--- src/rtl/puzzle_seq_ctrl_pkg.sv ---
// Shared Puzzle types and constants: controller state encoding, default grid size and cell width.
package puzzle_pkg;

    localparam int unsigned PUZZLE_NUM_CELLS = 81;
    localparam int unsigned PUZZLE_DATA_W    = 8;

    typedef enum logic [2:0] {
        IDLE  = 3'd0,
        LOAD  = 3'd1,
        GAP   = 3'd2,
        CHECK = 3'd3,
        WAIT  = 3'd4,
        DONE  = 3'd5
    } state_e;

endpackage

--- src/rtl/puzzle_seq_ctrl_if.sv ---
// Host byte stream (valid/ready) plus the solver load/process strobes and verdict.
interface puzzle_seq_ctrl_if
    import puzzle_pkg::*;
#(
    parameter int unsigned DATA_W = PUZZLE_DATA_W
);

    logic [DATA_W-1:0] in_data;
    logic              in_valid;
    logic              in_ready;
    logic [DATA_W-1:0] grid_input;
    logic              enable;
    logic              enable_process;
    logic              result;

    // master: the sequencer; slave: host plus solver around it
    modport master (
        input  in_data, in_valid, result,
        output in_ready, grid_input, enable, enable_process
    );

    modport slave (
        output in_data, in_valid, result,
        input  in_ready, grid_input, enable, enable_process
    );

endinterface

--- src/rtl/puzzle_cell_cnt.sv ---
// Up-counter with synchronous clear and increment; flags when the count sits at LAST.
module puzzle_cell_cnt #(
    parameter int unsigned W    = 4,
    parameter int unsigned LAST = 3
) (
    input  logic clk,
    input  logic rst,
    input  logic i_clr,
    input  logic i_inc,
    output logic o_last_c
);

    logic [W-1:0] r_cnt;

    always_ff @(posedge clk or posedge rst) begin
        if (rst) begin
            r_cnt <= '0;
        end else if (i_clr) begin
            r_cnt <= '0;
        end else if (i_inc) begin
            r_cnt <= r_cnt + W'(1);
        end
    end

    assign o_last_c = (r_cnt == W'(LAST));

endmodule

--- src/rtl/puzzle_seq_ctrl.sv ---
// Puzzle sequencer: loads NUM_CELLS grid cells, then NUM_CELLS solution cells, then latches the verdict.
// Optional stall watchdog when PUZZLE_SEQ_TIMEOUT_EN is defined (err otherwise stays 0).
module puzzle_seq_ctrl
    import puzzle_pkg::*;
#(
    parameter int unsigned NUM_CELLS  = PUZZLE_NUM_CELLS,
    parameter int unsigned DATA_W     = PUZZLE_DATA_W,
    parameter int unsigned RESULT_LAT = 2
`ifdef PUZZLE_SEQ_TIMEOUT_EN
    ,
    parameter int unsigned TIMEOUT_CYC = 1024
`endif
) (
    input  logic              clk,
    input  logic              rst,
    input  logic              start,
    input  logic              abort,
    puzzle_seq_ctrl_if.master bus,
    output logic              busy,
    output logic              done,
    output logic              pass,
    output logic              err
);

    localparam int unsigned CELL_W = $clog2(NUM_CELLS + 1);
    localparam int unsigned LAT_W  = $clog2(RESULT_LAT + 1);

    state_e            r_state;
    logic [DATA_W-1:0] r_grid;
    logic              r_enable;
    logic              r_enable_process;
    logic              r_busy;
    logic              r_done;
    logic              r_pass;
    logic              r_err;

    logic w_in_ready;
    logic w_accept;
    logic w_cell_last;
    logic w_cell_clr;
    logic w_lat_last;
    logic w_lat_clr;
    logic w_timeout;

    assign w_in_ready = (r_state == LOAD) || (r_state == CHECK);
    assign w_accept   = bus.in_valid && w_in_ready;
    assign w_cell_clr = abort || (r_state == IDLE) || (w_accept && w_cell_last);
    assign w_lat_clr  = abort || (r_state != WAIT);

    puzzle_cell_cnt #(
        .W    (CELL_W),
        .LAST (NUM_CELLS - 1)
    ) u_cell_cnt (
        .clk      (clk),
        .rst      (rst),
        .i_clr    (w_cell_clr),
        .i_inc    (w_accept),
        .o_last_c (w_cell_last)
    );

    // Counts WAIT cycles since the last solution cell reached grid_input
    puzzle_cell_cnt #(
        .W    (LAT_W),
        .LAST (RESULT_LAT - 1)
    ) u_lat_cnt (
        .clk      (clk),
        .rst      (rst),
        .i_clr    (w_lat_clr),
        .i_inc    (r_state == WAIT),
        .o_last_c (w_lat_last)
    );

`ifdef PUZZLE_SEQ_TIMEOUT_EN
    localparam int unsigned STALL_W = $clog2(TIMEOUT_CYC + 1);

    logic w_stall_last;

    puzzle_cell_cnt #(
        .W    (STALL_W),
        .LAST (TIMEOUT_CYC - 1)
    ) u_stall_cnt (
        .clk      (clk),
        .rst      (rst),
        .i_clr    (abort || w_accept || !w_in_ready),
        .i_inc    (w_in_ready && !w_accept),
        .o_last_c (w_stall_last)
    );

    assign w_timeout = w_in_ready && !w_accept && w_stall_last;
`else
    assign w_timeout = 1'b0;
`endif

    always_ff @(posedge clk or posedge rst) begin
        if (rst) begin
            r_state          <= IDLE;
            r_grid           <= '0;
            r_enable         <= 1'b0;
            r_enable_process <= 1'b0;
            r_busy           <= 1'b0;
            r_done           <= 1'b0;
            r_pass           <= 1'b0;
            r_err            <= 1'b0;
        end else if (abort) begin
            r_state          <= IDLE;
            r_enable         <= 1'b0;
            r_enable_process <= 1'b0;
            r_busy           <= 1'b0;
            r_done           <= 1'b0;
            r_pass           <= 1'b0;
        end else begin
            r_enable         <= 1'b0;
            r_enable_process <= 1'b0;
            r_done           <= 1'b0;
            case (r_state)
                IDLE: begin
                    if (start) begin
                        r_state <= LOAD;
                        r_busy  <= 1'b1;
                        r_pass  <= 1'b0;
                        r_err   <= 1'b0;
                    end
                end
                LOAD: begin
                    if (w_accept) begin
                        r_grid   <= bus.in_data;
                        r_enable <= 1'b1;
                        if (w_cell_last) r_state <= GAP;
                    end
                end
                GAP: r_state <= CHECK;
                CHECK: begin
                    if (w_accept) begin
                        r_grid           <= bus.in_data;
                        r_enable_process <= 1'b1;
                        if (w_cell_last) r_state <= WAIT;
                    end
                end
                WAIT: begin
                    if (w_lat_last) begin
                        r_pass  <= bus.result;
                        r_done  <= 1'b1;
                        r_busy  <= 1'b0;
                        r_state <= DONE;
                    end
                end
                DONE:    r_state <= IDLE;
                default: r_state <= IDLE;
            endcase
            // Stalled host: give up with an error verdict
            if (w_timeout) begin
                r_state <= IDLE;
                r_busy  <= 1'b0;
                r_done  <= 1'b1;
                r_pass  <= 1'b0;
                r_err   <= 1'b1;
            end
        end
    end

    assign bus.in_ready       = w_in_ready;
    assign bus.grid_input     = r_grid;
    assign bus.enable         = r_enable;
    assign bus.enable_process = r_enable_process;
    assign busy               = r_busy;
    assign done               = r_done;
    assign pass               = r_pass;
    assign err                = r_err;

endmodule

--- src/flat_wrapper.sv ---
// flat-port wrapper written by rule: the top's interface ports become plain ports
module puzzle_seq_ctrl_flat import puzzle_pkg::*;
#(
    parameter int unsigned NUM_CELLS  = PUZZLE_NUM_CELLS,
    parameter int unsigned DATA_W     = PUZZLE_DATA_W,
    parameter int unsigned RESULT_LAT = 2

)
  (clk, rst, start, abort, busy, done, pass, err, bus_in_data, bus_in_valid, bus_result, bus_in_ready, bus_grid_input, bus_enable, bus_enable_process);
  puzzle_seq_ctrl_if #(.DATA_W(DATA_W)) bus_i ();
  input  logic clk;
  input  logic rst;
  input  logic start;
  input  logic abort;
  output logic busy;
  output logic done;
  output logic pass;
  output logic err;
  input wire logic [$bits(bus_i.in_data)-1:0] bus_in_data;
  input wire logic [$bits(bus_i.in_valid)-1:0] bus_in_valid;
  input wire logic [$bits(bus_i.result)-1:0] bus_result;
  output wire logic [$bits(bus_i.in_ready)-1:0] bus_in_ready;
  output wire logic [$bits(bus_i.grid_input)-1:0] bus_grid_input;
  output wire logic [$bits(bus_i.enable)-1:0] bus_enable;
  output wire logic [$bits(bus_i.enable_process)-1:0] bus_enable_process;
  assign bus_i.in_data = bus_in_data;
  assign bus_i.in_valid = bus_in_valid;
  assign bus_i.result = bus_result;
  assign bus_in_ready = bus_i.in_ready;
  assign bus_grid_input = bus_i.grid_input;
  assign bus_enable = bus_i.enable;
  assign bus_enable_process = bus_i.enable_process;
  puzzle_seq_ctrl #(.NUM_CELLS(NUM_CELLS), .DATA_W(DATA_W), .RESULT_LAT(RESULT_LAT)) u_core (.clk(clk), .rst(rst), .start(start), .abort(abort), .bus(bus_i), .busy(busy), .done(done), .pass(pass), .err(err));
endmodule
--- config.mk ---
export PLATFORM = sky130hd
export DESIGN_NAME = puzzle_seq_ctrl_flat
export DESIGN_NICKNAME = d
export VERILOG_FILES = /design/src/rtl/puzzle_seq_ctrl_pkg.sv /design/src/rtl/puzzle_seq_ctrl_if.sv /design/src/rtl/puzzle_cell_cnt.sv /design/src/rtl/puzzle_seq_ctrl.sv /design/src/flat_wrapper.sv
export SDC_FILE = /design/constraint.sdc
export NUM_CORES = 1
export LEC_CHECK = 0
export BUFFER_PORTS_ARGS = -buffer_cell sky130_fd_sc_hd__buf_2
export CORE_UTILIZATION = 51
export DETAILED_ROUTE_END_ITERATION = 10
export HOLD_SLACK_MARGIN = 0.02
export PLACE_DENSITY = 0.77
export SYNTH_ARGS = -nofsm -noshare
export SYNTH_HDL_FRONTEND = slang
export SYNTH_HIERARCHICAL = 1
export SYNTH_SLANG_ARGS = --single-unit
--- constraint.sdc ---
create_clock -name clk -period 1.85 [get_ports clk]
set_input_delay 0 -clock clk [delete_from_list [all_inputs] [get_ports clk]]
set_output_delay 0 -clock clk [all_outputs]
set_load 0.005 [all_outputs]
Yosys cells after proc, flatten, opt, wreduce, memory -nomap -nowiden
Cells that the tools add are included.
- input port bits: 14
- output and inout port bits: 15
- logic and storage cells: 67
- register bits: 25
- mux-type cells: 28
- reductions and logical operators: 14
- bitwise operators: 1
- eq/ne operators: 13
- $add $sub $neg: 2
- operator list (cell ; number):
    two-way mux 3 bit ; 7
    inequality test 3 x 2 -> 1 bit, second input constant ; 5
    case mux 3 bit (5 select lines) ; 1
    two-way mux 1 bit ; 14
    two-way mux 7 bit ; 2
    adder 7 x 1 -> 7 bit, second input constant ; 1
    equality test 7 bit, second input constant ; 1
    equality test 3 x 2 -> 1 bit, second input constant ; 2
    inequality test 3 bit, second input constant ; 2
    AND reduction 3 bit ; 2
    AND reduction 6 bit ; 1
    logical OR 1 bit ; 4
    two-way mux 2 bit ; 2
    case mux 1 bit (2 select lines) ; 2
    nonzero test 2 bit ; 2
    equality test 3 x 1 -> 1 bit, second input constant ; 1
    equality test 3 bit, second input constant ; 1
    logical NOT 3 bit ; 1
    nonzero test 3 bit ; 1
    adder 2 x 1 -> 2 bit, second input constant ; 1
    equality test 2 x 1 -> 1 bit, second input constant ; 1
    logical AND 1 bit ; 2
    OR reduction 2 bit ; 1
    inverter 1 bit ; 1

Logic depth before layout (Yosys ltp)
- depth in word-level cells: 6
- gate-level depth with buffers: 7
- depth with buffers taken out: 7

Cells and area by module
The synthesis kept the hierarchy.
- by module, submodules not included (module ; sequential area each (µm²) ; instances ; area each (µm²) ; cells an instance):
    puzzle_seq_ctrl ; 400.4 ; 1 ; 732.0 ; 58
    puzzle_cell_cnt (u_core.u_cell_cnt) ; 175.2 ; 1 ; 346.6 ; 35
    puzzle_cell_cnt (u_core.u_lat_cnt) ; 50.0 ; 1 ; 93.8 ; 9

Worst setup path before layout
Ideal clock, no wire load.
- path type: reg2reg
- start: register u_core.u_cell_cnt.r_cnt[2]
- end: register u_core.u_cell_cnt.r_cnt[0]
- setup slack: 0.270 ns
- stages on the path, launching flop included: 7
- path buffers: 0
- arrival: 1.444 ns
- library setup time: 0.136 ns
- cells stage by stage: dfrtp_1 > nor4b_1 > and3_1 > and3_1 > nor2_1 > o21bai_1 > nor2_1
- longest elaborated chain between the ends: 4
- RTL lines (item ; line ; RTL):
    start: declaration ; puzzle_cell_cnt.sv:13 ; logic [W-1:0] r_cnt;
    start signal: assignment ; puzzle_cell_cnt.sv:21 ; r_cnt <= r_cnt + W'(1);
    equality test 7 bit * ; puzzle_cell_cnt.sv:25 ; assign o_last_c = (r_cnt == W'(LAST));
    via u_core.w_cell_last ; puzzle_seq_ctrl.sv:39 ; logic w_cell_last;
    logical AND 1 bit * ; puzzle_seq_ctrl.sv:47 ; assign w_cell_clr = abort || (r_state == IDLE) || (w_accept && w_cell_last);
    logical OR 1 bit * ; puzzle_seq_ctrl.sv:47 ;
    via u_core.w_cell_clr ; puzzle_seq_ctrl.sv:40 ; logic w_cell_clr;
    two-way mux 7 bit / nonzero test 2 bit (equally long branches) ; - ;
Mark *: on every way through the listed nets, which the timed path passes. The rest lies on a longest branch.
A chain may end at the register's enable or synchronous reset.

Worst setup path after layout
- start: register u_core.u_cell_cnt.r_cnt[5]
- end: register u_core.u_cell_cnt.r_cnt[6]
Same word-level chain as after synthesis.

==> metrics <==
status=completed; H-tree Lvls=1; fin cells=between 150 and 200; # hold bufs at CTS=12; count of final setup violators=0; Post-synth top flop=dfrtp_1; most frequent CP cell=and3_1; WL/cell=~12 um; compound-cell area share of the yosys netlist=between 6 and 7%; Hold Crit Depth=3; dpl cells=155; XOR/XNOR share of the synthesized area=4.48%; Worst EP required=between 2 and 2.5 ns; GP Congestion=0.685; final instance area=approximately 0.0015 mm2; Die X-Extent=~50 um; Critical Path, Cell by Cell=nor4b_1, and3_1, and3_1, nor2_1, o21bai_1, buf_4, a21oi_1; largest net degree at the start of global routing=17; clock tree sinks=25; layout cells sized above 1=around 29%; top-count cell post-synth=dfrtp_1; post-synthesis mux area share=under 10%; largest family of logic cells by synthesized area=simple AND/OR/NAND/NOR gates; hpwl dp=1570 um; Power per Cell Area=704 mW/mm2; layout net count=between 150 and 200; Die Footprint=approximately 0.0025 mm2; Crit-path slowest cell=dfrtp_1; Setup TNS Final=0 ns; Post-CTS Setup Inserts=0; Max VDD drop=0.532 mV; Initial Utilization=56.9%; ant diodes=0; minimum clock period=approximately 1.6 ns; FILL cells=around 150; simple-gate share of the synthesized area=18.8%; number of vias per cell=4.99; Yosys reg bits=25; Layout Skew=0.00600 ns; remaining global-route overflow=0; critical path class=register to register; post-synthesis sequential area ratio=between 50% and 60%; number of remaining DRC errors=0; Port Buf Inserts=27; TritonCTS clock tree=built; cts repair resizes=0; vias in the first global route=~900; Clk Latency, worst-skew pair=about 0.3 ns; Mapped Avg Cell Area=11.5 um2; ys async rst share=100%; Lkg Pwr=around 0.73 nW; period utilization=between 80 and 90%; Worst R2R Path Depth=7; crit path DAT=about 1.8 ns; Yosys warnings=6; CP Max Fanout=7; relative slew slack=a little over 60%; final hold slack=~0.037 ns; initial antenna violation count=0; area of the multi-input gates=493 um2; syn_nets=119; final WL=between 2000 and 2500 um; Storage cell area=about 630 um2; count of cell types in the netlist=33; Startpoint Class=register; Mapped Cells=between 100 and 150; Die Span Y=roughly 50 um; RSZ-0062 raised after global routing=no; mapped cell area=approximately 0.0012 mm2; gr usage total=roughly a fifth; clock transition at the registers of the reported paths=~0.12 ns; CP peak stage delay=approximately 0.43 ns; Post-synth EDFFs=0; Root Driver=clkbuf_4; Iteration-0 DRC Markers=5; first-pass GRT wire length=around 3800 um; worst min-delay path class=input port to register; # Max-Cap Violations=0; Max Root-Sink Buffers=2; Max Clk Rate=about 0.62 GHz; Final Hold Viols=0; Slew Limit Fails=0; via count=around 850; Core ar.=between 0.002 and 0.0025 mm2; top cell type's share of synthesized area=53.4%; Synth Area in Adders=~3.2%; Layout area overhead=26.1%; antenna-violating nets left=0; largest area contributor in the netlist=dfrtp_1; Detailed Routing Iterations Pass 1=4; worst slew pin tran=0.574 ns; Post-synth top cells=dfrtp_1, inv_1, nor2_1, a21oi_1, mux2_2; total clock buffers created by CTS=3; top cells by area, synth=dfrtp_1, mux2_2, ha_1; io pins=29; Worst setup EP type=register; placed inst area=0.00133 mm2; row count=16
area by class of cell:
| cell class | count | share of cell area [%] |
|---|---|---|
| well taps | 27 | 2.28 |
| repair buffers | 41 | 18.3 |
| clock buffers | 4 | 1.78 |
| multi-input cells | 66 | 33.3 |
| flip-flops and latches | 25 | 42.3 |
| inverters | 8 | 2.03 |
critical path: cells and delay by family, from the launching register on:
kind | cells | cell delay (ns)
compound gates | 2 | 0.18
flops | 1 | 0.43
simple gates | 4 | 0.75
buf+inv | 1 | 0.16
worst paths after layout:
| check | end | slack [ns] | startpoint |
|---|---|---|---|
| worst max-delay path | u_core/u_cell_cnt/r_cnt[6] | 0.23 | u_core/u_cell_cnt/r_cnt[5] |
| worst min-delay path | u_core/busy | 0.04 | start |
| worst max register to register | u_core/u_cell_cnt/r_cnt[6] | 0.23 | u_core/u_cell_cnt/r_cnt[5] |
| worst min register to register | u_core/bus.grid_input[3] | 0.52 | u_core/bus.grid_input[3] |
| max in group asynchronous | u_core/bus.grid_input[3] | 1.18 | rst |
| min in group asynchronous | u_core/u_lat_cnt/r_cnt[1] | 0.09 | rst |
layout by cell type (no fill, tap or decap), drive strengths merged, types with 3 or more instances in the layout:
master       instances
a21oi                5
buf                 29
clkbuf               4
dfrtp               25
dlygate4sd3         12
ha                   3
inv                  8
mux2                 8
nand2                4
nand3b               3
nor2                10
nor2b                4
o21ai                3
or3                  3
xnor2                3
xor2                 3
cell families after synthesis:
kind of cell    Yosys count
other cells               1
simple gates             35
xor+xnor                  6
flops                    25
mux                       9
compound gates           12
buf+inv                  11
fa+ha+maj                 3
per-layer routing:
metal,share of wire (%),global-route usage [%],vias to the layer above
met5,0,0,-
met1,42,22.6,403
met4,0.66,8.57,0
met2,54,37.2,21
met3,3.7,2.78,2
li1,-,-,428
where the power goes:
| group | switching [mW] | internal, mW |
|---|---|---|
| combinational | 0.0811 | 0.107 |
| clock | 0.145 | 0.0841 |
| sequential | 0.0256 | 0.599 |
metrics by stage:
stage | setup WS (ns) | power, mW | util [%]
2_1_floorplan | 0.270 | 0.720 | -
3_3_place_gp | 0.291 | 0.794 | 64.6
3_5_place_dp | 0.265 | 0.806 | 64.6
4_1_cts | 0.240 | 1.05 | 71.7
5_1_grt | 0.0276 | 1.11 | 71.7
6_report | 0.234 | 1.04 | 71.7
registers in the layout, indices dropped and copies added, names as in the netlist:
signal / flops
u_core/u_cell_cnt/r_cnt: 7
u_core/bus.enable: 1
u_core/bus.grid_input: 8
u_core/busy: 1
u_core/u_lat_cnt/r_cnt: 2
u_core/r_state: 3
u_core/bus.enable_process: 1
u_core/done: 1
u_core/pass: 1
Power figures use the tool's default switching activity.
